`config.mk`:
```
export PLATFORM = sky130hd
export DESIGN_NAME = spi_reg_bank_flat
export DESIGN_NICKNAME = d
export VERILOG_FILES = /design/src/rtl/spi_reg_bank_pkg.sv /design/src/rtl/spi_reg_bank_if.sv /design/src/rtl/spi_sync_edge.sv /design/src/rtl/spi_reg_bank.sv /design/src/flat_wrapper.sv
export SDC_FILE = /design/constraint.sdc
export NUM_CORES = 1
export LEC_CHECK = 0
export ABC_AREA = 1
export CAP_MARGIN = 10
export CORE_MARGIN = 2
export CORE_UTILIZATION = 30
export CTS_CLUSTER_SIZE = 10
export DETAILED_ROUTE_END_ITERATION = 8
export HOLD_SLACK_MARGIN = 0.1
export PLACE_DENSITY = 0.55
export SLEW_MARGIN = 15
export SYNTH_ARGS = -nofsm -noshare
export SYNTH_HDL_FRONTEND = slang
export SYNTH_SLANG_ARGS = --single-unit
export TNS_END_PERCENT = 100
```
`constraint.sdc`:
```
create_clock -name clk -period 1.4 [get_ports clk]
set_input_delay 0.14 -clock clk [delete_from_list [all_inputs] [get_ports clk]]
set_output_delay 0.14 -clock clk [all_outputs]
set_load 0.03 [all_outputs]
```
`src/rtl/spi_reg_bank_pkg.sv`:
```
// Shared types and frame helpers for the SPI register bank.
package spi_reg_bank_pkg;
   typedef enum logic [2:0] {IDLE, ADDR, DATA, DONE, WAIT_CS} spi_state_e;

   localparam logic RW_WRITE = 1'b1;
   localparam logic RW_READ  = 1'b0;

   function automatic int frame_len(input int addr_w, input int data_w);
      return 1 + addr_w + data_w;
   endfunction
endpackage

```
`src/rtl/spi_reg_bank_if.sv`:
```
// SPI pin bundle between the pads (controller side) and the register bank.
interface spi_reg_bank_if;
   logic ncs;
   logic sclk;
   logic copi;
   logic cipo;
   logic cipo_oe;

   modport master (output ncs, sclk, copi, input cipo, cipo_oe);
   modport slave  (input ncs, sclk, copi, output cipo, cipo_oe);
endinterface

```
`src/rtl/spi_sync_edge.sv`:
```
// Multi-stage synchroniser for an async input, with registered-history edge pulses.
module spi_sync_edge #(
   parameter int STAGES  = 2,
   parameter bit RST_VAL = 1'b0
) (
   input  logic clk,
   input  logic rst_n,
   input  logic d,
   output logic q,
   output logic rise,
   output logic fall
);
   logic [STAGES-1:0] sync;
   logic              prev;

   always_ff @(posedge clk) begin
      if (!rst_n) begin
         sync <= {STAGES{RST_VAL}};
         prev <= RST_VAL;
      end else begin
         sync <= {sync[STAGES-2:0], d};
         prev <= sync[STAGES-1];
      end
   end

   assign q    = sync[STAGES-1];
   assign rise = q & ~prev;
   assign fall = ~q & prev;
endmodule

```
`src/rtl/spi_reg_bank.sv`:
```
// Mode-0 SPI peripheral exposing a small read/write register bank.
module spi_reg_bank
   import spi_reg_bank_pkg::*;
#(
   parameter int ADDR_W      = 7,
   parameter int DATA_W      = 8,
   parameter int NUM_REGS    = 5,
   parameter int SYNC_STAGES = 2
) (
   input  logic                       clk,
   input  logic                       rst_n,
   spi_reg_bank_if.slave              spi,
   output logic [NUM_REGS*DATA_W-1:0] regs_flat,
   output logic                       wr_strobe,
   output logic [ADDR_W-1:0]          wr_addr
);
   localparam int FRAME_LEN = frame_len(ADDR_W, DATA_W);
   localparam int CNT_W     = $clog2(FRAME_LEN);
   localparam logic [CNT_W-1:0] LAST_ADDR_BIT  = CNT_W'(ADDR_W);
   localparam logic [CNT_W-1:0] FIRST_DATA_BIT = CNT_W'(ADDR_W + 1);
   localparam logic [CNT_W-1:0] LAST_BIT       = CNT_W'(FRAME_LEN - 1);

   logic ncs_q, ncs_fall, ncs_rise_unused;
   logic sclk_q_unused, sclk_rise, sclk_fall;
   logic copi_q, copi_rise_unused, copi_fall_unused;

   spi_sync_edge #(.STAGES(SYNC_STAGES), .RST_VAL(1'b1)) u_sync_ncs (
      .clk(clk), .rst_n(rst_n), .d(spi.ncs),
      .q(ncs_q), .rise(ncs_rise_unused), .fall(ncs_fall));
   spi_sync_edge #(.STAGES(SYNC_STAGES)) u_sync_sclk (
      .clk(clk), .rst_n(rst_n), .d(spi.sclk),
      .q(sclk_q_unused), .rise(sclk_rise), .fall(sclk_fall));
   spi_sync_edge #(.STAGES(SYNC_STAGES)) u_sync_copi (
      .clk(clk), .rst_n(rst_n), .d(spi.copi),
      .q(copi_q), .rise(copi_rise_unused), .fall(copi_fall_unused));

   logic [NUM_REGS-1:0][DATA_W-1:0] regs;
   spi_state_e                      state;
   logic [CNT_W-1:0]                cnt;
   logic [ADDR_W:0]                 hdr, hdr_nxt;
   logic [DATA_W-1:0]               data_sr, shift_out, rd_data;
   logic                            rw;
   logic [ADDR_W-1:0]               addr;
   logic                            addr_hit;

   assign regs_flat = regs;
   assign hdr_nxt   = {hdr[ADDR_W-1:0], copi_q};
   assign addr_hit  = (int'(addr) < NUM_REGS);

   // Read mux is keyed on the address as it completes, so cipo can be loaded on that same edge.
   always_comb begin
      rd_data = '0;
      for (int i = 0; i < NUM_REGS; i++)
         if (hdr_nxt[ADDR_W-1:0] == ADDR_W'(i)) rd_data = regs[i];
   end

   always_ff @(posedge clk) begin
      if (!rst_n) begin
         state     <= IDLE;
         cnt       <= '0;
         hdr       <= '0;
         data_sr   <= '0;
         shift_out <= '0;
         rw        <= RW_READ;
         addr      <= '0;
         regs      <= '0;
         spi.cipo    <= 1'b0;
         spi.cipo_oe <= 1'b0;
         wr_strobe <= 1'b0;
         wr_addr   <= '0;
      end else begin
         wr_strobe <= 1'b0;
         case (state)
            IDLE: if (ncs_fall) begin
               state   <= ADDR;
               cnt     <= '0;
               hdr     <= '0;
               data_sr <= '0;
            end
            ADDR: if (ncs_q) begin
               state <= IDLE;
            end else if (sclk_rise) begin
               hdr <= hdr_nxt;
               cnt <= cnt + 1'b1;
               if (cnt == LAST_ADDR_BIT) begin
                  state <= DATA;
                  rw    <= hdr_nxt[ADDR_W];
                  addr  <= hdr_nxt[ADDR_W-1:0];
                  if (hdr_nxt[ADDR_W] == RW_READ) begin
                     shift_out   <= rd_data;
                     spi.cipo    <= rd_data[DATA_W-1];
                     spi.cipo_oe <= 1'b1;
                  end
               end
            end
            DATA: if (sclk_rise && cnt == LAST_BIT) begin
               // Final edge wins over a simultaneous ncs release.
               data_sr     <= {data_sr[DATA_W-2:0], copi_q};
               state       <= DONE;
               spi.cipo    <= 1'b0;
               spi.cipo_oe <= 1'b0;
            end else if (ncs_q) begin
               state       <= IDLE;
               spi.cipo    <= 1'b0;
               spi.cipo_oe <= 1'b0;
            end else if (sclk_rise) begin
               data_sr <= {data_sr[DATA_W-2:0], copi_q};
               cnt     <= cnt + 1'b1;
            end else if (sclk_fall && rw == RW_READ && cnt != FIRST_DATA_BIT) begin
               // The fall right after the address keeps the MSB already on cipo.
               shift_out <= shift_out << 1;
               spi.cipo  <= shift_out[DATA_W-2];
            end
            DONE: begin
               if (rw == RW_WRITE && addr_hit) begin
                  for (int i = 0; i < NUM_REGS; i++)
                     if (addr == ADDR_W'(i)) regs[i] <= data_sr;
                  wr_strobe <= 1'b1;
                  wr_addr   <= addr;
               end
               state <= WAIT_CS;
            end
            WAIT_CS: if (ncs_q) begin
               state       <= IDLE;
               spi.cipo    <= 1'b0;
               spi.cipo_oe <= 1'b0;
            end
            default: state <= IDLE;
         endcase
      end
   end
endmodule

```
`src/flat_wrapper.sv`:
```
// flat-port wrapper written by rule: the top's interface ports become plain ports
module spi_reg_bank_flat import spi_reg_bank_pkg::*;
#(
   parameter int ADDR_W      = 7,
   parameter int DATA_W      = 8,
   parameter int NUM_REGS    = 5,
   parameter int SYNC_STAGES = 2
)
  (clk, rst_n, regs_flat, wr_strobe, wr_addr, spi_ncs, spi_sclk, spi_copi, spi_cipo, spi_cipo_oe);
  spi_reg_bank_if spi_i ();
  input  logic clk;
  input  logic rst_n;
  output logic [NUM_REGS*DATA_W-1:0] regs_flat;
  output logic wr_strobe;
  output logic [ADDR_W-1:0] wr_addr;
  input wire logic [$bits(spi_i.ncs)-1:0] spi_ncs;
  input wire logic [$bits(spi_i.sclk)-1:0] spi_sclk;
  input wire logic [$bits(spi_i.copi)-1:0] spi_copi;
  output wire logic [$bits(spi_i.cipo)-1:0] spi_cipo;
  output wire logic [$bits(spi_i.cipo_oe)-1:0] spi_cipo_oe;
  assign spi_i.ncs = spi_ncs;
  assign spi_i.sclk = spi_sclk;
  assign spi_i.copi = spi_copi;
  assign spi_cipo = spi_i.cipo;
  assign spi_cipo_oe = spi_i.cipo_oe;
  spi_reg_bank #(.ADDR_W(ADDR_W), .DATA_W(DATA_W), .NUM_REGS(NUM_REGS), .SYNC_STAGES(SYNC_STAGES)) u_core (.clk(clk), .rst_n(rst_n), .spi(spi_i), .regs_flat(regs_flat), .wr_strobe(wr_strobe), .wr_addr(wr_addr));
endmodule
```
After elaboration in Yosys (flattened, before gate mapping)
Cells that the tools add are included.

Output and inout bits: 50. Input port bits: 5. Word-level logic and storage cells: 140. Bits in registers: 95.

Add/subtract/negate cells: 1. Mux-type cells: 52. Bitwise gates (word level): 7. Order comparisons: 1. Reduce and logical (&&, ||, !) cells: 27. Equality and inequality tests: 31.

Operator list (count): 8-bit 2-to-1 mux (9); 7-bit 2-to-1 mux (10); 7-bit by 2-bit equality test with 1-bit output (second input constant) (4); 7-bit one-hot mux with 2 select lines (2); 3-bit AND reduction (7); 3-bit 2-to-1 mux (6); 1-bit 2-to-1 mux (16); 4-bit 2-to-1 mux (4); 8-bit one-hot mux with 2 select lines (1); 3-bit one-hot mux with 5 select lines (1); 7-bit by 1-bit equality test with 1-bit output (second input constant) (2); 7-bit by 3-bit equality test with 1-bit output (second input constant) (2); 7-bit zero test (2); 2-bit != test (second input constant) (6); 4-bit one-hot mux with 3 select lines (1); 4-bit AND reduction (3); 3-bit by 2-bit != test with 1-bit output (second input constant) (3); 9-bit AND reduction (1); 2-bit by 1-bit != test with 1-bit output (second input constant) (4); 4-bit != test (second input constant) (2); 8-bit AND reduction (1); 7-bit by 3-bit < comparator with 1-bit output (second input constant) (1); 3-bit by 2-bit equality test with 1-bit output (second input constant) (2); 1-bit one-hot mux with 3 select lines (2); other kinds (15) (27).

Depth between registers and ports, before layout
Gate-level depths: netlist (run 1).

Word-level depth: 11. Gate-level depth with buffers: 10. Mapped depth without buffers: 10.

Modules after synthesis
From an unflattened synthesis (run 1), not the netlist that was laid out.

Cell total of the unflattened synthesis: 634. Area, all modules: 4342.9 um^2.

By module, submodules not included: spi_reg_bank (seq. area each 1741.7 um^2, times used 1, area an instance 4048.9 um^2, cells an instance 596); spi_sync_edge at u_core.u_sync_copi ... (seq. area each 60.1 um^2, times used 2, area an instance 100.1 um^2, cells an instance 13); spi_sync_edge at u_core.u_sync_ncs (seq. area each 60.1 um^2, times used 1, area an instance 93.8 um^2, cells an instance 12).

Worst setup path before layout (run 1)
OpenSTA, ideal clock, no wires.

Path type: reg2reg. Start: reg u_core.state[1]. End: reg u_core.regs, in the netlist u_core.regs_flat[13]. Data required time: 1.287 ns. Stages on the path, launching flop included: 9. Setup slack: -0.057 ns. Data arrival time: 1.344 ns. Path buffers: 1. Period minus slack after synthesis: 1.457 ns. Setup time: 0.113 ns. Cells stage by stage: dfxtp_1 -> nand3_4 -> nor2_4 -> nand3_4 -> nor3_4 -> buf_6 -> nand2_1 -> nand2_1 -> nor2_1.

Word-level cells in the longest chain between the ends: 2.

RTL lines: start: declaration (RTL line spi_reg_bank.sv:38) `spi_state_e state;`; start signal: assignment (RTL line spi_reg_bank.sv:59) `state <= IDLE;`; start signal: assignment (RTL line spi_reg_bank.sv:75) `state <= ADDR;`; start signal: assignment (RTL line spi_reg_bank.sv:81) `state <= IDLE;`; 3-bit by 2-bit equality test with 1-bit output (RTL line spi_reg_bank.sv:73) `case (state)`; 3-bit AND reduction (no line); end signal: indexed assignment (RTL line spi_reg_bank.sv:117) `if (addr == ADDR_W'(i)) regs[i] <= data_sr;`; end: declaration (RTL line spi_reg_bank.sv:37) `logic [NUM_REGS-1:0][DATA_W-1:0] regs;`.

Every way passes these cells. A chain may end at the register's enable or synchronous reset.

Worst setup path after layout (run 1)
Start: reg u_core.state[1]. End: reg u_core.data_sr[6].

Word-level cells in the longest chain between the ends: 3. Elaborated cells between the ends (all ways): 8. Those cells by class: eq/ne (4); mux (1); reduce/logical (3).

RTL lines: 3-bit by 2-bit equality test with 1-bit output or 3-bit zero test (tied branches) (RTL line spi_reg_bank.sv:73); 3-bit by 1-bit != test with 1-bit output (no line), or another cell as far along; 4-bit AND reduction (no line); end signal: assignment (RTL line spi_reg_bank.sv:98) `data_sr <= {data_sr[DATA_W-2:0], copi_q};`; end signal: assignment (RTL line spi_reg_bank.sv:107) `data_sr <= {data_sr[DATA_W-2:0], copi_q};`; end: declaration (RTL line spi_reg_bank.sv:41) `logic [DATA_W-1:0] data_sr, shift_out, rd_data;`.

Parallel ways exist; a longest one is shown, timed or not.

==> run_results.csv, run 1 <==
group,metric,value,unit
clock_tree,clk_latency,0.36,ns
global_routing,grt_busiest_layer,"met2",
sta,min_period,1.504,ns
worst_setup_path,cp-end-kind,"flop",
final_layout,regArea,0.001926,mm²
logic_synthesis,synth-seq-area-share,43.70,%
clock_tree,clk_path_buf_depth,2,
floorplanning,core,0.01437,mm²
global_routing,antenna_found_initial,0,
power_and_ir_drop,pwr_density_cell,834.2,mW/mm²
worst_setup_path,arrival,1.76,ns
detailed_routing,route.detailed.drc,0,
final_layout,drive_gt1_share,35.56,%
final_layout,syn_to_final_growth,56.64,%
final_layout,layout_commonest_cell,"dfxtp_1",
floorplanning,num_rows,44,
clock_tree,cts_buffers,9,
logic_synthesis,syn-num-nets,628,
floorplanning,io_pins,55,
sta,maxSlewHeadroom,68.79,%
global_routing,grt_pass1_wl,22.71,mm
power_and_ir_drop,p_leak,2.887,nW
worst_setup_path,cp_max_fo,8,
worst_hold_path,hold_path_class,"primary input to flop",
logic_synthesis,avgSynthCellArea,7.008,µm²
detailed_routing,drtIter0Drc,166,
worst_setup_path,start_kind,"flop",
sta,setup_slack,-0.1042,ns
floorplanning,start_util,30.29,%
sta,setup_viol,66,
logic_synthesis,synthCells,621,
placement,gp_congestion,0.8730,
floorplanning,dieArea,0.01549,mm²
power_and_ir_drop,ir_drop,0.5320,mV
sta,maxSlewViolCount,0,
global_routing,overflow,0,
final_layout,instances_no_fill,946,
logic_synthesis,ys.warnings.count,0,
global_routing,grtUsageMet2,29.25,%
run,max_cap_violations,0,
detailed_routing,wire_per_inst,15.28,µm
power_and_ir_drop,total_power,5.686,mW
final_layout,layout.nets,764,
final_layout,multi_input_area,0.002720,mm²
logic_synthesis,synth_area,0.004352,mm²
global_routing,grt_pass1_vias,4416,
final_layout,fillCellCount,1376,
global_routing,use_met3,3.909,%
detailed_routing,vias,4608,
floorplanning,die_y,124.4,µm
run_status,violations,"setup timing",
clock_tree,cts_tree,"yes",
detailed_routing,ant_nets,0,
run_status,status,"finished, violations left",
placement,pre_cts_slack,-0.1920,ns
worst_setup_path,critPathKind,"flop to flop",
global_routing,grtUsageMet1,24.32,%
floorplanning,fp.dieW,124.4,µm
clock_tree,cts.sinks,95,
detailed_routing,via_per_inst,4.871,
final_layout,diodes,0,
logic_synthesis,yosys_register_bits,95,
placement,port-buffer-count,54,
sta,clock_skew,0.006548,ns
detailed_routing,wirelength,14.45,mm
logic_synthesis,ys_types,33,
sta,hold_slack,0.1044,ns
sta,finalSetupTns,-3.767,ns
global_routing,grt_max_degree,45,
detailed_routing,drt-pass1-iter-count,5,
final_layout,final_cell_mix,"dfxtp_1 (86), nand2_1 (81), nor2_1 (78)",
sta,hold_violations,0,
clock_tree,htree_levels,3,
sta,period_share,107.4,%
sta,max_freq,664.8,MHz
clock_tree,path_clk_slew,0.07,ns
worst_setup_path,cp.required,1.65,ns
clock_tree,cts_root_buf,"clkbuf_16",
sta,worstMarginPinSlew,0.4682,ns
global_routing,grt_util_all_layers,18.34,%
placement,dpl.hpwl,9.515,mm
placement,place_inst,907,
sta,rsz0062_at_grt,"yes",
[cells by family after synthesis]
| kind of cell | Yosys count | share of synthesized area, % |
|---|---|---|
| AND/OR/NAND/NOR | 328 | 34.33 |
| flip-flops | 95 | 43.70 |
| buffers and inverters | 87 | 8.367 |
| XOR/XNOR | 1 | 0.2013 |
| adder cells (fa/ha/maj) | 2 | 0.5750 |
| AO/OA/AOI/OAI | 108 | 12.82 |
[layout make-up]
class	count	area share [%]
sequential	95	28.25
clock buffer	12	3.763
multi-input combinational	440	39.90
tap	184	3.377
timing repair buffer	148	20.47
inverter	63	3.818
clock inverter	4	0.4222
[path summary, 6_finish.rpt]
check | slack, ns | end | depth (start not counted) | startpoint
setup reg to reg | -0.10 | u_core.data_sr[6] | 10 | u_core.state[1]
hold / removal | 0.10 | u_core.wr_addr[4] | 3 | rst_n
setup / recovery | -0.10 | u_core.data_sr[6] | 10 | u_core.state[1]
hold reg to reg | 0.42 | u_core.u_sync_ncs.sync[1] | 1 | u_core.u_sync_ncs.sync[0]
[power breakdown]
group | internal [mW] | leakage (nW) | switching (mW) | total, mW
Sequential | 2.73 | 0.774 | 0.0607 | 2.79
Combinational | 0.197 | 1.98 | 0.284 | 0.481
Clock | 1.31 | 0.135 | 1.11 | 2.41
[layer usage]
layer,wire [µm],part of all wire [%]
met3,559,3.9
met2,6902,48
met5,0,0
met1,6671,46
met4,320,2.2
[cells in the mapped netlist (all sizes together)]
| cell | count | area [µm²] |
|---|---|---|
| nand2 | 119 | 456.7 |
| nor2 | 114 | 455.4 |
| dfxtp | 95 | 1902 |
| nand3 | 72 | 395.4 |
| inv | 63 | 236.5 |
| a21oi | 58 | 294.0 |
| o21ai | 44 | 220.2 |
| buf | 13 | 86.33 |
| clkbuf | 11 | 41.29 |
| nor4 | 9 | 56.30 |
| nor3 | 7 | 85.08 |
| nand4 | 4 | 25.02 |
| a211oi | 3 | 22.52 |
| ha | 2 | 25.02 |
| or2 | 2 | 12.51 |
| nand3b | 1 | 7.510 |
| o211ai | 1 | 7.510 |
| o22ai | 1 | 6.260 |
| o31ai | 1 | 7.510 |
| xor2 | 1 | 8.760 |
[metrics by stage]
| step | utilization [%] | instance area, µm² |
|---|---|---|
| after global placement | 39.53 | 5680 |
| after global routing | 47.44 | 6817 |
| after CTS | 45.24 | 6500 |
| after floorplan | - | 4393 |
| after detailed placement | 39.53 | 5680 |
| final | 47.44 | 6817 |
[registers in the layout, indices dropped and copies added (netlist names), 3 cells and up]
signal and flops:
u_core.addr 7, u_core.cnt 4, u_core.data_sr 8, u_core.hdr 7, u_core.regs_flat 40, u_core.shift_out 7, u_core.state 3, u_core.wr_addr 7
[repair_timing]
item                                    in CTS  in global routing
buffers inserted                            17                  6
endpoints found under the setup margin     119                 80
gates resized for setup                    147                 91
hold buffers                                 0                  0
pin swaps                                   31                 34
gates cloned                                 3                  0
[worst max-delay path, stage by stage, from the launching register on]
cell,delay [ns]
dfxtp_4,0.39
inv_4,0.09
nand2_4,0.08
nor2_4,0.15
o22ai_2,0.09
a21oi_2,0.13
buf_6,0.15
buf_12,0.14
nand3_2,0.06
nand2_1,0.06
nor2_1,0.04
Note: power is estimated with default switching activity, not from simulation.
==> inputs of run 2 (changes only) <==
- SETUP_SLACK_MARGIN: unset -> 0.05
==> run 2 against run 1 <==
Compared with the run above: the run still ends with setup timing left; worst setup slack got worse by 0.011 ns; combinational power decreased by 8.5%; clock power increased by 8.7%; critical path depth decreased by 1; critical path type unchanged.
==> run_results.csv, run 2 (same netlist as run 1, synthesis figures left out) <==
group,metric,value,unit
clock_tree,path_clk_slew,0.07,ns
sta,period_share,108.2,%
final_layout,drive_gt1_share,35.66,%
global_routing,grt_util_all_layers,18.03,%
floorplanning,fp.dieW,124.4,µm
worst_setup_path,ff2ff_path_depth,9,
final_layout,final_cell_mix,"dfxtp_1 (87), nand2_1 (81), nor2_1 (81)",
detailed_routing,via_per_inst,4.965,
worst_setup_path,critPathKind,"flop to flop",
global_routing,grt_pass1_wl,22.45,mm
floorplanning,start_util,30.29,%
sta,clock_skew,0.009605,ns
detailed_routing,ant_nets,0,
sta,maxSlewViolCount,0,
final_layout,final_area,0.006923,mm²
sta,maxSlewHeadroom,75.19,%
clock_tree,cts_tree,"yes",
final_layout,syn_to_final_growth,59.09,%
floorplanning,die_y,124.4,µm
floorplanning,num_rows,44,
power_and_ir_drop,total_power,5.849,mW
sta,hold_violations,0,
global_routing,grt_max_degree,57,
placement,gp_congestion,0.8662,
global_routing,overflow,0,
sta,worstMarginPinSlew,0.3690,ns
worst_hold_path,hold_depth,3,
final_layout,largest_reg_flops,40,
power_and_ir_drop,p_leak,2.867,nW
sta,max_freq,659.9,MHz
clock_tree,cts.sinks,95,
global_routing,antenna_found_initial,0,
final_layout,layout_commonest_cell,"dfxtp_1",
detailed_routing,vias,4687,
global_routing,grt_pass1_vias,4376,
power_and_ir_drop,pwr_density_cell,844.9,mW/mm²
clock_tree,cts_root_buf,"clkbuf_16",
placement,port-buffer-count,54,
final_layout,instances_no_fill,944,
final_layout,finish.utilization,48.18,%
placement,placed_area,0.005714,mm²
detailed_routing,route.detailed.drc,0,
floorplanning,core,0.01437,mm²
sta,setup_slack,-0.1154,ns
sta,finalSetupTns,-4.648,ns
final_layout,layout.nets,762,
sta,rsz0062_at_grt,"yes",
final_layout,diodes,0,
clock_tree,clk_path_buf_depth,2,
clock_tree,clk_latency,0.36,ns
run_status,status,"finished, violations left",
floorplanning,io_pins,55,
detailed_routing,drt-pass1-iter-count,5,
power_and_ir_drop,ir_drop,0.4378,mV
worst_setup_path,arrival,1.76,ns
worst_hold_path,hold_path_class,"primary input to flop",
worst_setup_path,cp_max_fo,4,
placement,dpl.hpwl,9.599,mm
sta,setup_viol,78,
worst_setup_path,start_kind,"flop",
detailed_routing,wirelength,14.35,mm
clock_tree,cts_buffers,9,
clock_tree,htree_levels,3,
run,max_cap_violations,0,
worst_setup_path,cp-end-kind,"flop",
run_status,violations,"setup timing",
worst_setup_path,cp.required,1.64,ns
placement,place_inst,905,
sta,min_period,1.515,ns
floorplanning,dieArea,0.01549,mm²
detailed_routing,wire_per_inst,15.20,µm
clock_tree,cts_hold_buf,0,
detailed_routing,drtIter0Drc,344,
-- run 2: final cells by class --
class	instances	area (µm²)
tap	184	230.2
fill	1352	7446
inverter	63	255.2
clock inverter	5	63.81
multi-input combinational	440	2799
sequential	95	1924
clock buffer	11	254.0
timing repair buffer	146	1396
-- run 2: metrics by stage --
step | setup WS (ns) | hold WS, ns
floorplan | 0.02235 | 0.2376
global placement | -0.1570 | 0.4031
detailed placement | -0.2055 | 0.4067
CTS | -0.1346 | 0.1429
global route | -0.2116 | 0.1811
finish | -0.1154 | 0.1485
-- run 2: power breakdown --
part / total (mW) / internal (mW) / switching, mW
registers: 2.79 / 2.73 / 0.0590
logic: 0.440 / 0.168 / 0.272
clock network: 2.62 / 1.51 / 1.11
-- run 2: metal layers --
layer | GRT usage [%] | vias to the layer above | share of wire (%)
met4 | 5.750 | 0 | 1.9
met3 | 4.124 | 29 | 4.3
li1 | - | 2304 | -
met2 | 28.32 | 124 | 47
met1 | 24.57 | 2230 | 46
met5 | 0 | - | 0
-- run 2: path summary, 6_finish.rpt --
check / startpoint / end / slack, ns
worst max-delay path: u_core.state[1] / u_core.state[0] / -0.12
worst min-delay path: rst_n / u_core.wr_addr[4] / 0.15
worst max register to register: u_core.state[1] / u_core.state[0] / -0.12
worst min register to register: u_core.u_sync_sclk.sync[0] / u_core.u_sync_sclk.sync[1] / 0.42
-- run 2: what timing repair did --
| item | CTS | global route |
|---|---|---|
| buffers inserted | 16 | 8 |
| gates cloned | 2 | 0 |
| pin swaps | 64 | 35 |
| resized for setup | 166 | 83 |
| setup endpoints to repair | 131 | 89 |
-- run 2: critical path: stages (launching register included) --
cell and delay, ns:
dfxtp_4 0.38, buf_12 0.13, nor3_4 0.23, buf_6 0.14
buf_4 0.10, inv_2 0.04, nor2_4 0.12, o21ai_4 0.09
nand3_1 0.10, a21oi_1 0.07
